**src/rtl/logistic_multi_iter.sv**
```systemverilog
// ---------------------------------------------------------------------------
// logistic_multi_iter
//
// Runs CH independent logistic-map orbits x(n+1) = mu * x(n) * (1 - x(n)).
// All channels share one mu. x is unsigned Q0.W and mu is unsigned Q2.W.
// A run is started with a start/done handshake. Every intermediate sample
// x(0) .. x(times) is streamed out over a valid/ready port. A stalled
// consumer freezes the whole iteration, so no sample is dropped or repeated.
//
// Ports
//   CLK         clock, rising edge
//   RST         asynchronous reset, active low
//   start       run request, sampled only while idle
//   mu          map parameter (Q2.W), captured on accepted start
//   x0          initial values, channel c at [c*W +: W], captured on start
//   times       number of map applications, captured on accepted start
//   busy        high while iterating
//   done        one-cycle pulse when result is valid
//   result      final x(times) per channel, held until the next start
//   traj_valid  trajectory sample available (high while iterating)
//   traj_ready  consumer accepts the current sample
//   traj_data   current x(step), all channels
//   traj_step   index of traj_data
// ---------------------------------------------------------------------------
module logistic_multi_iter #(
    parameter int unsigned W     = 16,
    parameter int unsigned CH    = 4,
    parameter int unsigned CNT_W = 9
) (
    input  logic                CLK,
    input  logic                RST,
    input  logic                start,
    input  logic [W+1:0]        mu,
    input  logic [CH*W-1:0]     x0,
    input  logic [CNT_W-1:0]    times,
    output logic                busy,
    output logic                done,
    output logic [CH*W-1:0]     result,
    output logic                traj_valid,
    input  logic                traj_ready,
    output logic [CH*W-1:0]     traj_data,
    output logic [CNT_W-1:0]    traj_step
);

    typedef enum logic [1:0] {
        StIdle,
        StRun,
        StDone
    } state_e;

    state_e              state_q, state_d;
    logic [W+1:0]        mu_q, mu_d;
    logic [CNT_W-1:0]    times_q, times_d;
    logic [CNT_W-1:0]    step_q, step_d;
    logic [CH*W-1:0]     x_q, x_d;
    logic [CH*W-1:0]     result_q, result_d;
    logic [CH*W-1:0]     x_next;
    logic                handshake;

    // -----------------------------------------------------------------------
    // Map datapath: one full logistic step per channel, purely combinational.
    // -----------------------------------------------------------------------
    for (genvar c = 0; c < CH; c++) begin : g_map
        logic [W-1:0]   x_c;
        logic [W:0]     one_minus_x;  // 2^W - x, needs W+1 bits for x = 0
        logic [2*W:0]   t;
        logic [W-1:0]   h;
        logic [2*W+1:0] p;
        logic           unused_bits;

        assign x_c         = x_q[c*W +: W];
        assign one_minus_x = {1'b1, {W{1'b0}}} - {1'b0, x_c};
        // x*(1-x) <= 2^(2W-2), so the top product bit is always zero.
        assign t           = {{(W+1){1'b0}}, x_c} * {{W{1'b0}}, one_minus_x};
        assign h           = t[2*W-1:W];
        // mu < 4 and h <= 0.25 keep p below 2^(2W): no saturation needed.
        assign p           = {{W{1'b0}}, mu_q} * {{(W+2){1'b0}}, h};
        assign x_next[c*W +: W] = p[2*W-1:W];

        // Truncated fraction bits and provably-zero integer bits.
        assign unused_bits = ^{t[2*W], t[W-1:0], p[2*W+1:2*W], p[W-1:0]};
    end

    assign handshake = (state_q == StRun) && traj_ready;

    // -----------------------------------------------------------------------
    // Next-state and datapath update.
    // -----------------------------------------------------------------------
    always_comb begin
        state_d  = state_q;
        mu_d     = mu_q;
        times_d  = times_q;
        step_d   = step_q;
        x_d      = x_q;
        result_d = result_q;

        unique case (state_q)
            StIdle: begin
                if (start) begin
                    state_d = StRun;
                    mu_d    = mu;
                    times_d = times;
                    x_d     = x0;
                    step_d  = '0;
                end
            end
            StRun: begin
                if (handshake) begin
                    if (step_q == times_q) begin
                        // Last sample accepted: latch the orbit end points.
                        result_d = x_q;
                        state_d  = StDone;
                    end else begin
                        x_d    = x_next;
                        step_d = step_q + 1'b1;
                    end
                end
            end
            StDone: begin
                state_d = StIdle;
            end
            default: begin
                state_d = StIdle;
            end
        endcase
    end

    always_ff @(posedge CLK or negedge RST) begin
        if (!RST) begin
            state_q <= StIdle;
        end else begin
            state_q <= state_d;
        end
    end

    always_ff @(posedge CLK or negedge RST) begin
        if (!RST) begin
            mu_q     <= '0;
            times_q  <= '0;
            step_q   <= '0;
            x_q      <= '0;
            result_q <= '0;
        end else begin
            mu_q     <= mu_d;
            times_q  <= times_d;
            step_q   <= step_d;
            x_q      <= x_d;
            result_q <= result_d;
        end
    end

    // -----------------------------------------------------------------------
    // Outputs: registers or decodes of the registered state only.
    // -----------------------------------------------------------------------
    assign busy       = (state_q == StRun);
    assign traj_valid = (state_q == StRun);
    assign done       = (state_q == StDone);
    assign result     = result_q;
    assign traj_data  = x_q;
    assign traj_step  = step_q;

endmodule

```
**config.mk**
```make
export PLATFORM = sky130hd
export DESIGN_NAME = logistic_multi_iter
export DESIGN_NICKNAME = d
export VERILOG_FILES = /design/src/rtl/logistic_multi_iter.sv
export SDC_FILE = /design/constraint.sdc
export NUM_CORES = 2
export LEC_CHECK = 0
export CAP_MARGIN = 5
export CORE_AREA = 5 5 260 516
export CTS_CLUSTER_DIAMETER = 120
export DETAILED_ROUTE_END_ITERATION = 10
export DIE_AREA = 0 0 265 521
export PLACE_DENSITY = 0.78
export SETUP_SLACK_MARGIN = 0.15
export SYNTH_ARGS = -nofsm -noshare
export SYNTH_HDL_FRONTEND = slang
export SYNTH_SLANG_ARGS = --single-unit
```
**constraint.sdc**
```tcl
create_clock -name CLK -period 25.1 [get_ports CLK]
set_input_delay 7.53 -clock CLK [delete_from_list [all_inputs] [get_ports CLK]]
set_output_delay 7.53 -clock CLK [all_outputs]
set_load 0.01 [all_outputs]
```
==> qor.txt <==
routed wire length: 219 mm
setup TNS: 0 ps
max incr delay on CP: 760 ps
DRT iter0 DRCs: 3,869
Initial Utilization: 59.5%
Rows: 187
CTS H-tree depth: 4
synthesized cell area: 77,200 µm²
Reg2Reg Depth: 54
CP endpoint kind: register
largest net degree at the start of global routing: 82
GRT overflow: 0
outcome: complete, no violations
Worst Max-Slew Pin Slew: 1260 ps
Critical Path RT: 25,510 ps
Final Critical Period: 15,800 ps
post-synthesis instance total: 8,506
Post-CTS Setup Bufs: 0
routed via count: 59.3k
Post-synth top flop: dfrtp_1
cts bufs inserted: 17
cell mode on critical path: fa_1
CP max stage cell: o41ai_1
fmax: 0.0633 GHz
DRT Pass-1 Iters: 6
CP max FO: 18
GRT Overall Usage: 32.3%
clock skew: 16.6 ps
Post-synth EDFFs: 0
layout filler cell count: 10.7k
Startpoint Class: register
initial antenna violation count: 10
post-DR vias/cell: 5.77
post-synthesis sequential area ratio: 5.38%
CTS root buf: clkbuf_16
DR DRC count: 0
CP Class: reg -> reg
Die Height: 521 µm
syn avg cell area: 9.07 µm²
Slew headroom: 15.8%
first-pass GRT wire length: 351 mm
fin crit share: 63.0%
CTS tree: yes
# Max-Cap Violations: 0
area delta synth->final: 6.41%
WL/cell: 21.3 µm
r2r endpoint: traj_data[31]$_DFFE_PN0P_
Placeable Area: 130,000 µm²
detailed-placement wirelength estimate: 172 mm
die area: 138,000 µm²
Synth cell types: 81
share of cells above drive strength 1: 3.66%
Reg clk slew, reported paths: 90 ps
r2r startpoint: traj_data[17]$_DFFE_PN0P_
Post-CTS Resized: 0
HP Class: reg -> reg
Routability Congestion: 0.969
Layout Nets: 11.2k
Critical Path AT: 16,220 ps
cts-stage hold buffer count: 0
Horiz. Die Dim: 265 µm
Final Hold Vio Count: 0
worst reg2reg setup slack: 9300 ps
endpoints failing setup: 0
Post-synth ARST share: 100%
clock latency on the worst-skew pair: 550 ps
Top Ports: 235
RSZ-0062 raised after global routing: false
Ys Warns: 0
vias in the first global route: 67.5k
number of clock sinks: 166
worst hold path startpoint: result[19]$_DFFE_PN0P_
# port buffers: 234
Final Max Slew Viols: 0
Synth Register Bits: 166
Post-DRT Antenna Nets: 0
Longest Clk Path Bufs: 2
Worst Hold Depth: 1
Hold EP: result[19]$_DFFE_PN0P_
-- cells in the mapped netlist (11+ instances only) --
cell | count | area share, %
and2_1 | 490 | 4.0
inv_1 | 2033 | 9.9
a31oi_1 | 14 | 0.11
xor2_1 | 53 | 0.60
nand2b_1 | 474 | 3.8
nand4_1 | 28 | 0.23
ha_1 | 833 | 14
o21ai_0 | 104 | 0.67
nor3b_1 | 21 | 0.20
a211oi_1 | 17 | 0.17
and3_1 | 20 | 0.16
a21o_1 | 52 | 0.51
dfrtp_1 | 166 | 5.4
or3_1 | 38 | 0.31
nor2_1 | 158 | 0.77
o21a_1 | 23 | 0.22
a21oi_1 | 141 | 0.91
nand3_1 | 39 | 0.25
fa_1 | 1704 | 44
clkbuf_1 | 394 | 1.9
mux2_2 | 90 | 1.3
nand2_1 | 876 | 4.3
o21ai_1 | 29 | 0.19
nor4_1 | 19 | 0.15
nor3_1 | 53 | 0.34
o22ai_1 | 23 | 0.19
o211ai_1 | 11 | 0.11
xnor2_1 | 101 | 1.1
nor2b_1 | 363 | 2.9
-- worst max path at each step --
stage | from | slack (ps) | depth (start not counted) | to
final | traj_data[17]$_DFFE_PN0P_ | 9300 | 54 | traj_data[31]$_DFFE_PN0P_
after floorplan | traj_data[16]$_DFFE_PN0P_ | 11720 | 54 | traj_data[31]$_DFFE_PN0P_
after CTS | traj_data[17]$_DFFE_PN0P_ | 9460 | 54 | traj_data[31]$_DFFE_PN0P_
after global placement | traj_data[18]$_DFFE_PN0P_ | 9840 | 53 | traj_data[31]$_DFFE_PN0P_
after global routing | traj_data[17]$_DFFE_PN0P_ | 8430 | 54 | traj_data[31]$_DFFE_PN0P_
after detailed placement | traj_data[18]$_DFFE_PN0P_ | 9570 | 53 | traj_data[31]$_DFFE_PN0P_
-- registers in the layout (all words and copies together), names as in the netlist --
name,cells
result,64
times_q,9
traj_data,64
traj_step,9
state_q,2
mu_q,18
-- layer usage --
layer | GRT usage, % | up-vias | wire length (µm)
li1 | - | 25100 | -
met1 | 34.7 | 30200 | 71600
met2 | 58.1 | 2827 | 113000
met3 | 5.47 | 1115 | 16300
met4 | 21.6 | 4 | 18300
met5 | 0 | - | 22
-- stage by stage --
stage	cells	area, µm²	hold WS, ps	util, %	setup WS [ps]
final	10300	82100	509	63.4	9300
after global routing	10300	82100	526	63.3	8430
after CTS	10300	82100	512	63.3	9460
after detailed placement	10200	81500	495	62.9	9570
after global placement	10200	81500	487	62.9	9840
after floorplan	8556	77400	457	-	11720
-- cells in the final DEF, fill, tap and decap left out, types with 90 or more instances in the layout --
| cell | count |
|---|---|
| xnor2_1 | 99 |
| dfrtp_1 | 147 |
| buf_4 | 138 |
| and2_1 | 490 |
| nand2_1 | 876 |
| ha_1 | 833 |
| mux2_2 | 90 |
| fa_1 | 1704 |
| a21oi_1 | 141 |
| nor2b_1 | 362 |
| clkdlybuf4s50_1 | 233 |
| nor2_1 | 154 |
| nand2b_1 | 473 |
| inv_1 | 2033 |
| o21ai_0 | 104 |
-- cell type report --
| type | count | area [µm²] | share of cell area, % |
|---|---|---|---|
| Antenna cell | 9 | 22.5 | 0.0274 |
| Clock buffer | 17 | 425 | 0.518 |
| Tap cell | 1701 | 2130 | 2.59 |
| Multi-Input combinational cell | 5948 | 64100 | 78.1 |
| Timing Repair Buffer | 372 | 3380 | 4.12 |
| Sequential cell | 166 | 4180 | 5.09 |
| Clock inverter | 15 | 188 | 0.229 |
| Inverter | 2038 | 7650 | 9.31 |
-- logic make-up (layout without fill, tap and decap cells) --
group                    count (synthesis)  in the layout  synth area share (%)
XOR/XNOR                               156            156                  1.81
other                                    2             61               0.00973
adder cells (fa/ha/maj)               2537           2537                  57.7
flip-flops                             166            166                  5.38
multiplexers                            91             91                  1.33
buffers and inverters                 2442           2442                  11.9
AND/OR/NAND/NOR                       2604           2604                  17.7
AO/OA/AOI/OAI                          508            508                  4.19
-- critical path, delay by kind of cell, from the launching register on --
family / cells / cell delay, ps
AND/OR/NAND/NOR: 13 / 3140
buffers and inverters: 10 / 1020
adder cells (fa/ha/maj): 16 / 7220
flip-flops: 1 / 630
XOR/XNOR: 3 / 520
AO/OA/AOI/OAI: 12 / 3150
Power is not shown: default switching activity piles up to over one toggle a cycle in this logic, so the estimate is an artifact.
